`src/rtl/receiver_pkg.sv`:
```
// receiver_pkg: shared types and constants for the UART-style serial receiver.
// Holds the receive FSM state encoding, data width and frame slot count,
// plus a small parity helper used by the receiver datapath.
package receiver_pkg;

  localparam int DATA_BITS   = 8;
  localparam int FRAME_SLOTS = 11;  // start + 8 data + parity + stop

  typedef enum logic [2:0] {
    IDLE   = 3'd0,
    START  = 3'd1,
    DATA   = 3'd2,
    PARITY = 3'd3,
    STOP   = 3'd4
  } state_t;

  // XOR-reduction of a data byte; matches an even-parity slot when no error.
  function automatic logic parity_of(input logic [DATA_BITS-1:0] d);
    return ^d;
  endfunction

endpackage

```
`src/rtl/receiver_if.sv`:
```
// receiver_if: bundles the serial line, control input and received-byte
// outputs of the receiver. slave = receiver side, master = line driver/consumer.
// Ports: rx_data_in, parity_enable (to receiver); rx_data_out, rx_valid,
// parity_error, framing_error, rx_busy (from receiver).
interface receiver_if;
  import receiver_pkg::*;

  logic                 rx_data_in;
  logic                 parity_enable;
  logic [DATA_BITS-1:0] rx_data_out;
  logic                 rx_valid;
  logic                 parity_error;
  logic                 framing_error;
  logic                 rx_busy;

  modport master (
    output rx_data_in, parity_enable,
    input  rx_data_out, rx_valid, parity_error, framing_error, rx_busy
  );

  modport slave (
    input  rx_data_in, parity_enable,
    output rx_data_out, rx_valid, parity_error, framing_error, rx_busy
  );

endinterface

```
`src/rtl/receiver_sipo.sv`:
```
// sipo: serial-in parallel-out shift register, LSB-first serial order.
// Latency: one clk per shift; no backpressure (shift_en is a strobe).
// Ports: clk, rst_n (async active-low), shift_en, data_in, data_out[7:0].
module sipo
  import receiver_pkg::*;
(
  input  logic                 clk,
  input  logic                 rst_n,
  input  logic                 shift_en,
  input  logic                 data_in,
  output logic [DATA_BITS-1:0] data_out
);

  // Right shift with new bit entering at the MSB: after DATA_BITS shifts
  // the first bit received sits in bit 0.
  always_ff @(posedge clk or negedge rst_n) begin
    if (!rst_n) begin
      data_out <= '0;
    end else if (shift_en) begin
      data_out <= {data_in, data_out[DATA_BITS-1:1]};
    end
  end

endmodule

```
`src/rtl/receiver.sv`:
```
// receiver: serial frame receiver (start, 8 data LSB first, parity slot, stop).
// Latency: rx_valid ~2 + CLKS_PER_BIT/2 + 10*CLKS_PER_BIT + 1 clks after line fall.
// Backpressure: none; rx_valid is a one-cycle pulse, results held until next.
// Ports: clk, rst_n (async active-low), bus (receiver_if.slave).
module receiver
  import receiver_pkg::*;
#(
  parameter int CLKS_PER_BIT = 16
) (
  input  logic        clk,
  input  logic        rst_n,
  receiver_if.slave   bus
);

  localparam int               CNT_W     = $clog2(CLKS_PER_BIT);
  localparam logic [CNT_W-1:0] HALF_LAST = CNT_W'(CLKS_PER_BIT/2 - 1);
  localparam logic [CNT_W-1:0] FULL_LAST = CNT_W'(CLKS_PER_BIT - 1);
  localparam logic [2:0]       LAST_BIT  = 3'(DATA_BITS - 1);

  state_t               state, state_nxt;
  logic                 sync1, sync2;
  logic [CNT_W-1:0]     cnt;
  logic [2:0]           bit_idx;
  logic                 par_en_q;
  logic                 par_bit;
  logic                 wait_high;
  logic [DATA_BITS-1:0] shift_dat;

  logic start_det, shift_en, par_smp, stop_smp, cnt_clr;

  logic [DATA_BITS-1:0] data_q;
  logic                 valid_q, perr_q, ferr_q;

  // Two-flop synchronizer; resets to the idle (high) line level.
  always_ff @(posedge clk or negedge rst_n) begin
    if (!rst_n) begin
      sync1 <= 1'b1;
      sync2 <= 1'b1;
    end else begin
      sync1 <= bus.rx_data_in;
      sync2 <= sync1;
    end
  end

  always_ff @(posedge clk or negedge rst_n) begin
    if (!rst_n) state <= IDLE;
    else        state <= state_nxt;
  end

  always_comb begin
    state_nxt = state;
    start_det = 1'b0;
    shift_en  = 1'b0;
    par_smp   = 1'b0;
    stop_smp  = 1'b0;
    case (state)
      IDLE: begin
        // After a break (stop sampled low) wait for the line to go high
        // before accepting another start edge.
        if (!sync2 && !wait_high) begin
          state_nxt = START;
          start_det = 1'b1;
        end
      end
      START: begin
        if (cnt == HALF_LAST) state_nxt = sync2 ? IDLE : DATA;
      end
      DATA: begin
        if (cnt == FULL_LAST) begin
          shift_en = 1'b1;
          if (bit_idx == LAST_BIT) state_nxt = PARITY;
        end
      end
      PARITY: begin
        if (cnt == FULL_LAST) begin
          par_smp   = 1'b1;
          state_nxt = STOP;
        end
      end
      STOP: begin
        // Leave at mid-stop so a following start bit with no gap is caught.
        if (cnt == FULL_LAST) begin
          stop_smp  = 1'b1;
          state_nxt = IDLE;
        end
      end
      default: state_nxt = IDLE;
    endcase
    // Restart the bit-time count on every state change and every data sample.
    cnt_clr = (state == IDLE) || (state_nxt != state) || shift_en;
  end

  always_ff @(posedge clk or negedge rst_n) begin
    if (!rst_n) begin
      cnt       <= '0;
      bit_idx   <= '0;
      par_en_q  <= 1'b0;
      par_bit   <= 1'b0;
      wait_high <= 1'b0;
    end else begin
      cnt <= cnt_clr ? '0 : cnt + CNT_W'(1);
      if (start_det)     bit_idx <= '0;
      else if (shift_en) bit_idx <= bit_idx + 3'd1;
      if (start_det) par_en_q <= bus.parity_enable;
      if (par_smp)   par_bit  <= sync2;
      if (stop_smp && !sync2)          wait_high <= 1'b1;
      else if (state == IDLE && sync2) wait_high <= 1'b0;
    end
  end

  sipo u_sipo (
    .clk      (clk),
    .rst_n    (rst_n),
    .shift_en (shift_en),
    .data_in  (sync2),
    .data_out (shift_dat)
  );

  // Results register on the stop-sample edge, so rx_valid is high the
  // cycle after the FSM has already returned to IDLE.
  always_ff @(posedge clk or negedge rst_n) begin
    if (!rst_n) begin
      data_q  <= '0;
      valid_q <= 1'b0;
      perr_q  <= 1'b0;
      ferr_q  <= 1'b0;
    end else begin
      valid_q <= stop_smp;
      if (stop_smp) begin
        data_q <= shift_dat;
        perr_q <= par_en_q && (parity_of(shift_dat) != par_bit);
        ferr_q <= !sync2;
      end
    end
  end

  assign bus.rx_data_out   = data_q;
  assign bus.rx_valid      = valid_q;
  assign bus.parity_error  = perr_q;
  assign bus.framing_error = ferr_q;
  assign bus.rx_busy       = (state != IDLE);

endmodule

```
`src/flat_wrapper.sv`:
```
// flat-port wrapper written by rule: the top's interface ports become plain ports
module receiver_flat import receiver_pkg::*;
#(
  parameter int CLKS_PER_BIT = 16
)
  (clk, rst_n, bus_rx_data_in, bus_parity_enable, bus_rx_data_out, bus_rx_valid, bus_parity_error, bus_framing_error, bus_rx_busy);
  receiver_if bus_i ();
  input  logic clk;
  input  logic rst_n;
  input wire logic [$bits(bus_i.rx_data_in)-1:0] bus_rx_data_in;
  input wire logic [$bits(bus_i.parity_enable)-1:0] bus_parity_enable;
  output wire logic [$bits(bus_i.rx_data_out)-1:0] bus_rx_data_out;
  output wire logic [$bits(bus_i.rx_valid)-1:0] bus_rx_valid;
  output wire logic [$bits(bus_i.parity_error)-1:0] bus_parity_error;
  output wire logic [$bits(bus_i.framing_error)-1:0] bus_framing_error;
  output wire logic [$bits(bus_i.rx_busy)-1:0] bus_rx_busy;
  assign bus_i.rx_data_in = bus_rx_data_in;
  assign bus_i.parity_enable = bus_parity_enable;
  assign bus_rx_data_out = bus_i.rx_data_out;
  assign bus_rx_valid = bus_i.rx_valid;
  assign bus_parity_error = bus_i.parity_error;
  assign bus_framing_error = bus_i.framing_error;
  assign bus_rx_busy = bus_i.rx_busy;
  receiver #(.CLKS_PER_BIT(CLKS_PER_BIT)) u_core (.clk(clk), .rst_n(rst_n), .bus(bus_i));
endmodule
```
`config.mk`:
```
export PLATFORM = sky130hd
export DESIGN_NAME = receiver_flat
export DESIGN_NICKNAME = d
export VERILOG_FILES = /design/src/rtl/receiver_pkg.sv /design/src/rtl/receiver_if.sv /design/src/rtl/receiver_sipo.sv /design/src/rtl/receiver.sv /design/src/flat_wrapper.sv
export SDC_FILE = /design/constraint.sdc
export NUM_CORES = 1
export LEC_CHECK = 0
export ABC_CLOCK_PERIOD_IN_PS = 2000
export CAP_MARGIN = 20
export CORE_MARGIN = 1.5
export CORE_UTILIZATION = 52
export DETAILED_ROUTE_END_ITERATION = 16
export PLACE_DENSITY = 0.83
export SLEW_MARGIN = 15
export SYNTH_ARGS = -nofsm -noshare
export SYNTH_HDL_FRONTEND = slang
export SYNTH_SLANG_ARGS = --single-unit
```
`constraint.sdc`:
```
create_clock -name clk -period 2 [get_ports clk]
set_input_delay 0.5 -clock clk [delete_from_list [all_inputs] [get_ports clk]]
set_output_delay 0.5 -clock clk [all_outputs]
set_load 0.005 [all_outputs]
```
After elaboration in Yosys (flattened, before gate mapping)
Index checks and enable logic that the tools add are counted.
{ "totals": {"ff_bits": 34, "latch_bits": 0, "mem_bits_rw": 0, "rom_bits": 0, "in_bits": 4, "out_inout_bits": 12, "n_memories": 0} }
{ "classes": {"addsub": 2, "mul": 0, "div_mod_pow": 0, "magnitude_cmp": 0, "n_eq_ne": 9, "n_shift": 0, "mux": 19, "bitwise_logic": 0, "reduce_logical": 13} }
{ "ops": {"columns": ["op", "count"], "rows": [
  ["2-to-1 mux 3 bit", 8],
  ["one-hot mux 3 bit (5 select lines)", 1],
  ["2-to-1 mux 1 bit", 8],
  ["parity 8 bit", 1],
  ["equality test 3 x 2 -> 1 bit (second input constant)", 2],
  ["equality test 3 bit (second input constant)", 2],
  ["adder 4 x 1 -> 4 bit (second input constant)", 1],
  ["equality test 4 x 3 -> 1 bit (second input constant)", 1],
  ["equality test 4 bit (second input constant)", 1],
  ["logical AND 1 bit", 4],
  ["2-to-1 mux 4 bit", 1],
  ["nonzero test 2 bit", 2],
  ["adder 3 x 1 -> 3 bit (second input constant)", 1],
  ["equality test 3 x 1 -> 1 bit (second input constant)", 1],
  ["zero test 3 bit", 1],
  ["inequality test 3 bit", 1],
  ["nonzero test 3 bit", 1],
  ["zero test 1 bit", 2],
  ["logical OR 1 bit", 2],
  ["2-to-1 mux 2 bit", 1],
  ["inequality test 1 bit", 1]
]} }

Depth between registers and ports, before layout
Gate-level depths: netlist of run 1.
{ "logic_depth": {"ltp_word": 8, "depth_mapped": 7} }

Modules after synthesis
A second synthesis of run 1 with hierarchy kept.
{ "unflattened": {"cells_unflattened": 115, "area_unflattened_um2": 1550.2} }
{ "modules_own_cells": {"columns": ["module", "n_inst", "cells_per_inst", "area_each_um2", "seq_area_each_um2"], "rows": [
  ["receiver", 1, 98, 1218.7, 653.1],
  ["sipo", 1, 17, 331.6, 200.2]
]} }

Worst setup path after synthesis of run 1
OpenSTA, ideal clock, no wires.
{ "synth_timing": {"path_kind": "register -> register", "from": "register u_core.cnt[0]", "to": "register u_core.u_sipo.data_out[1]", "arrival_time_ns": 1.559, "required_ns": 1.872, "setup_slack_ns": 0.314, "stages_incl_launch_ff": 7, "n_path_buf": 2, "period_less_slack_ns": 1.686, "cell_sequence": "dfrtp_1 ha_1 and3_1 buf_6 and3_4 buf_4 mux2_1"} }
{ "synth_between": {"elab_chain_cells": 3} }
{ "synth_lines": {"columns": ["item", "line_no", "text"], "rows": [
  ["from (decl)", "receiver.sv:22", "logic [CNT_W-1:0] cnt;"],
  ["from (signal assigned)", "receiver.sv:101", "cnt <= cnt_clr ? '0 : cnt + CNT_W'(1);"],
  ["equality test 4 bit", "receiver.sv:69", "if (cnt == FULL_LAST) begin"],
  ["2-to-1 mux 1 bit", "receiver.sv:69", null],
  ["2-to-1 mux 1 bit", "receiver.sv:56", "case (state)"],
  ["to (signal assigned)", "receiver_sipo.sv:20", "data_out <= {data_in, data_out[DATA_BITS-1:1]};"],
  ["to (decl)", "receiver_sipo.sv:11", "output logic [DATA_BITS-1:0] data_out"]
]} }
No other way between the ends.
A chain may end at the register's enable or synchronous reset.

Worst setup path in the final report of run 1
{ "layout_timing": {"from": "register u_core.state[1]", "to": "output port bus_rx_busy"} }
{ "layout_between": {"elab_chain_cells": 1} }
{ "layout_lines": {"columns": ["item", "line_no", "text"], "rows": [
  ["from (decl)", "receiver.sv:20", "state_t state, state_nxt;"],
  ["from (signal assigned)", "receiver.sv:47", "else state <= state_nxt;"],
  ["nonzero test 3 bit", "receiver.sv:141", "assign bus.rx_busy = (state != IDLE);"],
  ["to (decl)", "flat_wrapper.sv:16", "output wire logic [$bits(bus_i.rx_busy)-1:0] bus_rx_busy;"]
]} }
No other way between the ends.

==> results_dict.tcl, run 1 <==
set metrics [dict create \
    crit_arrival_ps 1410 \
    place_congestion 0.797 \
    r2r_setup_slack_ps 220 \
    required_ps 1500 \
    tns_ps 0 \
    synth.avg_cell_area_sq_um 13.4 \
    syn_nets 121 \
    period_needed_ps 1910 \
    placed_cell_area_sq_um 1700 \
    diodes 0 \
    die_area_sq_um 3270 \
    synthCells 114 \
    cp-start-kind "flip-flop" \
    r2r_start "u_core.cnt[0]" \
    layout-drive-gt1-share_pct 21.2 \
    combPwrFrac_pct 20.2 \
    clkTransAtPathRegs_ps 100 \
    drt_iter0_markers 31 \
    p_switching_w 0.000493 \
    std_cell_rows 19 \
    intPower_w 0.00132 \
    ys_warn_count 0 \
    grt_pass1_wl_um 4620 \
    clk_path_buf_depth 2 \
    grt.overflow.total 0 \
    antenna_found_initial 0 \
    fmax_mhz 525 \
    clkPwrFrac_pct 34.4 \
    power_density_nw_per_um2 1000 \
    die_h_um 57.2 \
    cts_tree "built" \
    rsz0062_at_grt "false" \
    die_w_um 57.2 \
    skew_ps 14.7 \
    nFillCells 198 \
    cts.sink_count 34 \
    wire_per_inst_um 15.7 \
    ys_types 35 \
    grt_max_degree 35 \
    r2r-end "u_core.cnt[1]" \
    initial_core_util_pct 54.8 \
    firstDrtPassIters 4 \
    dpl.hpwl_um 1830 \
    htree_levels 2 \
    ys_ff_latch 34 \
    grt_use_total_pct 19.2 \
    yosysSeqAreaShare_pct 55.9 \
    peakVddDrop_mv 0.792 \
    swShare_pct 27.2 \
    stdcell_area_sq_um 1810 \
    whs_path_depth 0 \
    insertion_delay_ps 340 \
    min_from "u_core.sync1" \
    p_seq_share_pct 45.3 \
    syn2layout_area_growth_pct 18.6 \
    grt_pass1_vias 996 \
    max-slew-margin-rel_pct 69.4 \
    critPathMaxFanout 3 \
    tightest_slew_ps 457 \
    drc 0 \
    numCtsBuffers 5 \
    numPortBuffers 15 \
    io_pins 16 \
    cp-end-kind "primary output" \
    path_class "reg2out" \
    ant_nets 0 \
    cts-root-buf "clkbuf_4" \
    p_leak_nw 0.866 \
    hold_path_end "u_core.sync2" \
    dr_total_vias 934 \
    via_per_inst 5.56 \
    status "finished, final reports clean" \
    syn_area_sq_um 1530 \
    layout.nets 143 \
    core-area_sq_um 2780 \
    rr_worst_depth 5 \
    maxCapViolCount 0 \
    wl_um 2650 \
    setup_viol 0 \
    hold_viol 0 \
    ctsHoldBuffers 0 \
    fin_crit_sh_pct 95.3 \
    maxSlewViolCount 0 \
    hold_class "reg2reg" \
]
## worst max path at each step
stage,start,to,slack [ps],cells past startpoint
floorplan,u_core.cnt[0],u_core.u_sipo.data_out[1],310,6
global placement,u_core.state[0],bus_rx_busy,210,2
detailed placement,u_core.state[0],bus_rx_busy,200,2
CTS,u_core.state[0],bus_rx_busy,70,2
global route,u_core.state[1],bus_rx_busy,50,2
finish,u_core.state[1],bus_rx_busy,90,2
## worst max-delay path, cell delays in order (launching register included)
cell	delay, ps
dfrtp_1	390
or3_4	410
dlygate4sd2_1	280
## sequential cells by signal, indices dropped and copies added (netlist names), 3 cells and up
signal                  count
u_core.bus.rx_data_out      8
u_core.u_sipo.data_out      8
u_core.bit_idx              3
u_core.cnt                  4
u_core.state                3
## layout make-up
class,instances,area (sq um),share of cell area [%]
clock buffer,5,37.5,2.07
clock inverter,3,68.8,3.80
inverter,4,15.0,0.830
multi-input combinational,72,616,34.0
sequential,34,855,47.2
tap,31,38.8,2.14
timing repair buffer,19,179,9.89
## timing repair
item	4_1_cts	5_1_grt
gates resized for setup	2	0
setup buffers	1	0
endpoints found under the setup margin	1	0
## power groups by stage
stage | logic (W) | clock network, W | registers, W
6_report | 0.000367 | 0.000625 | 0.000823
5_1_grt | 0.000411 | 0.000671 | 0.000835
4_1_cts | 0.000361 | 0.000644 | 0.000822
3_5_place_dp | 0.000341 | 0 | 0.000844
3_3_place_gp | 0.000315 | 0 | 0.000839
2_1_floorplan | 0.000267 | 0 | 0.000829
## layer usage
layer	part of all wire (%)	track usage [%]	vias up
li1	-	-	441
met3	4.5	7.26	6
met4	2.2	9.30	0
met5	0	0	-
met1	44	24.4	464
met2	49	29.2	23
## cell families after synthesis
| kind of cell | count (synthesis) | synth area share, % |
|---|---|---|
| flip-flops | 34 | 55.9 |
| XOR/XNOR | 10 | 6.64 |
| adder cells (fa/ha/maj) | 3 | 2.46 |
| buffers and inverters | 8 | 3.69 |
| multiplexers | 18 | 13.5 |
| AND/OR/NAND/NOR | 25 | 11.2 |
| AO/OA/AOI/OAI | 16 | 6.56 |
## synth_stat cells, drive strengths merged
library cell | n | area share [%]
o21ai | 8 | 2.6
o31a | 1 | 0.57
nor3b | 1 | 0.82
nor2b | 1 | 0.41
mux2i | 1 | 0.66
a211oi | 1 | 0.49
buf | 4 | 2.7
dfrtp | 32 | 53
and4 | 1 | 0.74
inv | 4 | 0.98
ha | 3 | 2.5
nand3 | 3 | 1.8
nand2 | 7 | 1.7
a21oi | 1 | 0.33
xnor2 | 7 | 4.0
nor2 | 5 | 1.4
o211ai | 1 | 0.49
a22o | 2 | 1.1
or3 | 1 | 0.74
a31oi | 1 | 0.41
mux2 | 17 | 13
and3 | 3 | 1.6
xor2 | 2 | 1.1
nor3 | 3 | 2.1
xnor3 | 1 | 1.5
o31ai | 1 | 0.49
dfstp | 2 | 3.4
## metrics by stage
stage / power (W) / utilization [%] / worst slack [ps] / hold slack [ps] / instances
2_1_floorplan: 0.00110 / - / 314 / 204 / 114
3_3_place_gp: 0.00115 / 61.0 / 214 / 348 / 159
3_5_place_dp: 0.00119 / 61.0 / 200 / 349 / 159
4_1_cts: 0.00183 / 65.0 / 74.9 / 365 / 168
5_1_grt: 0.00192 / 65.0 / 48.8 / 367 / 168
6_report: 0.00181 / 65.0 / 94.6 / 364 / 168
## placed cells by master, fill, tap and decap left out, types with 2 or more instances in the layout
cell | netlist | layout
inv_1 | 4 | 4
mux2_2 | 5 | 5
ha_1 | 3 | 3
a22o_1 | 2 | 2
clkdlybuf4s50_1 | 0 | 14
nand2_1 | 7 | 7
xor2_1 | 2 | 2
bufinv_16 | 0 | 2
dfstp_2 | 2 | 2
xnor2_1 | 7 | 7
nor2_1 | 4 | 4
and3_1 | 2 | 2
clkbuf_4 | 0 | 5
dfrtp_1 | 32 | 31
mux2_1 | 11 | 11
o21ai_0 | 8 | 8
nand3_1 | 2 | 2
buf_4 | 1 | 4
Note: power is estimated with default switching activity, not from simulation.
==> run 2, diff against run 1 <==
--- a/config.mk
+++ b/config.mk
@@ -8,9 +8,9 @@
 export ABC_CLOCK_PERIOD_IN_PS = 2000
 export CAP_MARGIN = 20
 export CORE_MARGIN = 1.5
-export CORE_UTILIZATION = 52
+export CORE_UTILIZATION = 50
 export DETAILED_ROUTE_END_ITERATION = 16
-export PLACE_DENSITY = 0.83
+export PLACE_DENSITY = 0.81
 export SLEW_MARGIN = 15
 export SYNTH_ARGS = -nofsm -noshare
 export SYNTH_HDL_FRONTEND = slang
==> run 2 against run 1 <==
The flow now finishes with violations (DRC). Die area increased by 3.8%. Routed wire length decreased by 7.5%. Final area decreased by 2.6%. Setup slack got worse by 2.0 ps. Clock power decreased by 39%. Via count decreased by 0.86%. Core utilization decreased by 2.7 points. Count of clock-buffer cells in the layout increased by 2. Fmax decreased by 0.10%. Final cell count unchanged. Critical path type unchanged.
==> results_dict.tcl, run 2 (synthesis gave the netlist of run 1 again) <==
set metrics [dict create \
    slowest_delay_ps 430 \
    peakVddDrop_mv 0.475 \
    setup_viol 0 \
    layout.nets 143 \
    cts_tree "built" \
    clk_path_buf_depth 2 \
    place_congestion 0.807 \
    drc 1 \
    rsz0062_at_grt "false" \
    placed_cell_area_sq_um 1700 \
    clkTransAtPathRegs_ps 100 \
    dpl.hpwl_um 1740 \
    mostFrequentLayoutCell "dfrtp_1" \
    grt_pass1_wl_um 4420 \
    tightest_slew_ps 453 \
    hold_viol 0 \
    tns_ps 0 \
    top_layer "met4" \
    required_ps 1500 \
    period_needed_ps 1910 \
    cp_top_family "flip-flops" \
    crit_buf_inv 1 \
    wire_per_inst_um 14.6 \
    grt.overflow.total 0 \
    p_leak_nw 0.846 \
    cp-start-kind "flip-flop" \
    path_class "reg2out" \
    violations "DRC" \
    core-area_sq_um 2830 \
    skew_ps 5.07 \
    layout-drive-gt1-share_pct 20.4 \
    ant_nets 0 \
    wl_um 2450 \
    drt_iter0_markers 28 \
    grt_max_degree 35 \
    wl_met2_um 1180 \
    max-slew-margin-rel_pct 69.7 \
    diodes 0 \
    crit_arrival_ps 1410 \
    fin_crit_sh_pct 95.4 \
    numPortBuffers 15 \
    power_density_nw_per_um2 885 \
    std_cell_rows 19 \
    numCtsBuffers 5 \
    die_area_sq_um 3390 \
    status "finished, violations left" \
    hold_class "reg2reg" \
    path_cells "or3_4 -> dlygate4sd2_1" \
    maxSlewViolCount 0 \
    syn2layout_area_growth_pct 15.6 \
    stdcell_area_sq_um 1760 \
    die_h_um 58.2 \
    die_w_um 58.2 \
    r2r_setup_slack_ps 230 \
    cts.sink_count 34 \
    initial_core_util_pct 53.9 \
    via_per_inst 5.51 \
    maxCapViolCount 0 \
    post-route-util_pct 62.3 \
    fmax_mhz 524 \
    dr_total_vias 926 \
    cp-end-kind "primary output" \
    critPathMaxFanout 3 \
    ctsHoldBuffers 0 \
    wl_met1_um 1140 \
    insertion_delay_ps 320 \
    slowest_stage "dfrtp_2" \
    io_pins 16 \
    grt_use_total_pct 17.8 \
    cts-root-buf "clkbuf_4" \
    htree_levels 2 \
    met3_length_um 95 \
    antenna_found_initial 0 \
    layout_common_cells "dfrtp_1, clkdlybuf4s50_1, mux2_1, o21ai_0" \
    firstDrtPassIters 10 \
    grt_pass1_vias 998 \
]
run 2: changes by cell type in the layout (fill, tap and decap cells not counted):
cell and change:
clkinv_2 +1, bufinv_16 -2, clkbuf_8 +1, clkbuf_1 +1
clkinv_4 -1
run 2: final timing paths:
path                            startpoint  cells past startpoint                        end
max                        u_core.state[0]                      2                bus_rx_busy
min                           u_core.sync1                      0               u_core.sync2
max reg2reg                  u_core.cnt[0]                      5              u_core.cnt[1]
min reg2reg                   u_core.sync1                      0               u_core.sync2
max in group asynchronous            rst_n                      2               u_core.sync1
min in group asynchronous            rst_n                      2  u_core.bus.rx_data_out[5]
run 2: routing by layer:
layer  GRT usage [%]  vias up
met5               0        -
met4            5.98        0
met3            6.92        4
met2            27.8       18
met1            22.9      464
li1                -      440
run 2: worst register-to-register path, stage by stage, from the launching register on:
cell and delay (ps):
dfrtp_1 410, ha_1 250, and3_1 290, and4_4 230, o31a_1 330, nor3b_2 190
run 2: area by class of cell:
class | instances | area (sq um)
Clock buffer | 7 | 55.1
Clock inverter | 1 | 5.00
Fill cell | 222 | 1070
Inverter | 4 | 15.0
Multi-Input combinational cell | 72 | 616
Sequential cell | 34 | 855
Tap cell | 31 | 38.8
Timing Repair Buffer | 19 | 179
run 2: power by group:
group	leakage, nW	total (W)	internal, W	switching (W)
Sequential	0.455	0.000825	0.000765	0.0000600
Combinational	0.356	0.000351	0.000166	0.000185
Clock	0.0353	0.000384	0.000170	0.000213
Total	0.846	0.00156	0.00110	0.000458
run 2: timing repair:
| action | 4_1_cts | 5_1_grt |
|---|---|---|
| buffers inserted | 1 | 0 |
| resized for setup | 2 | 0 |
| endpoints found under the setup margin | 1 | 0 |
run 2: through the flow:
stage	hold slack, ps	total power, W	std cells	worst slack [ps]
global placement	354	0.00116	159	218
detailed placement	357	0.00118	159	179
CTS	370	0.00157	168	76.5
finish	366	0.00156	168	92.6
floorplan	204	0.00110	114	314
global route	368	0.00168	168	30.7
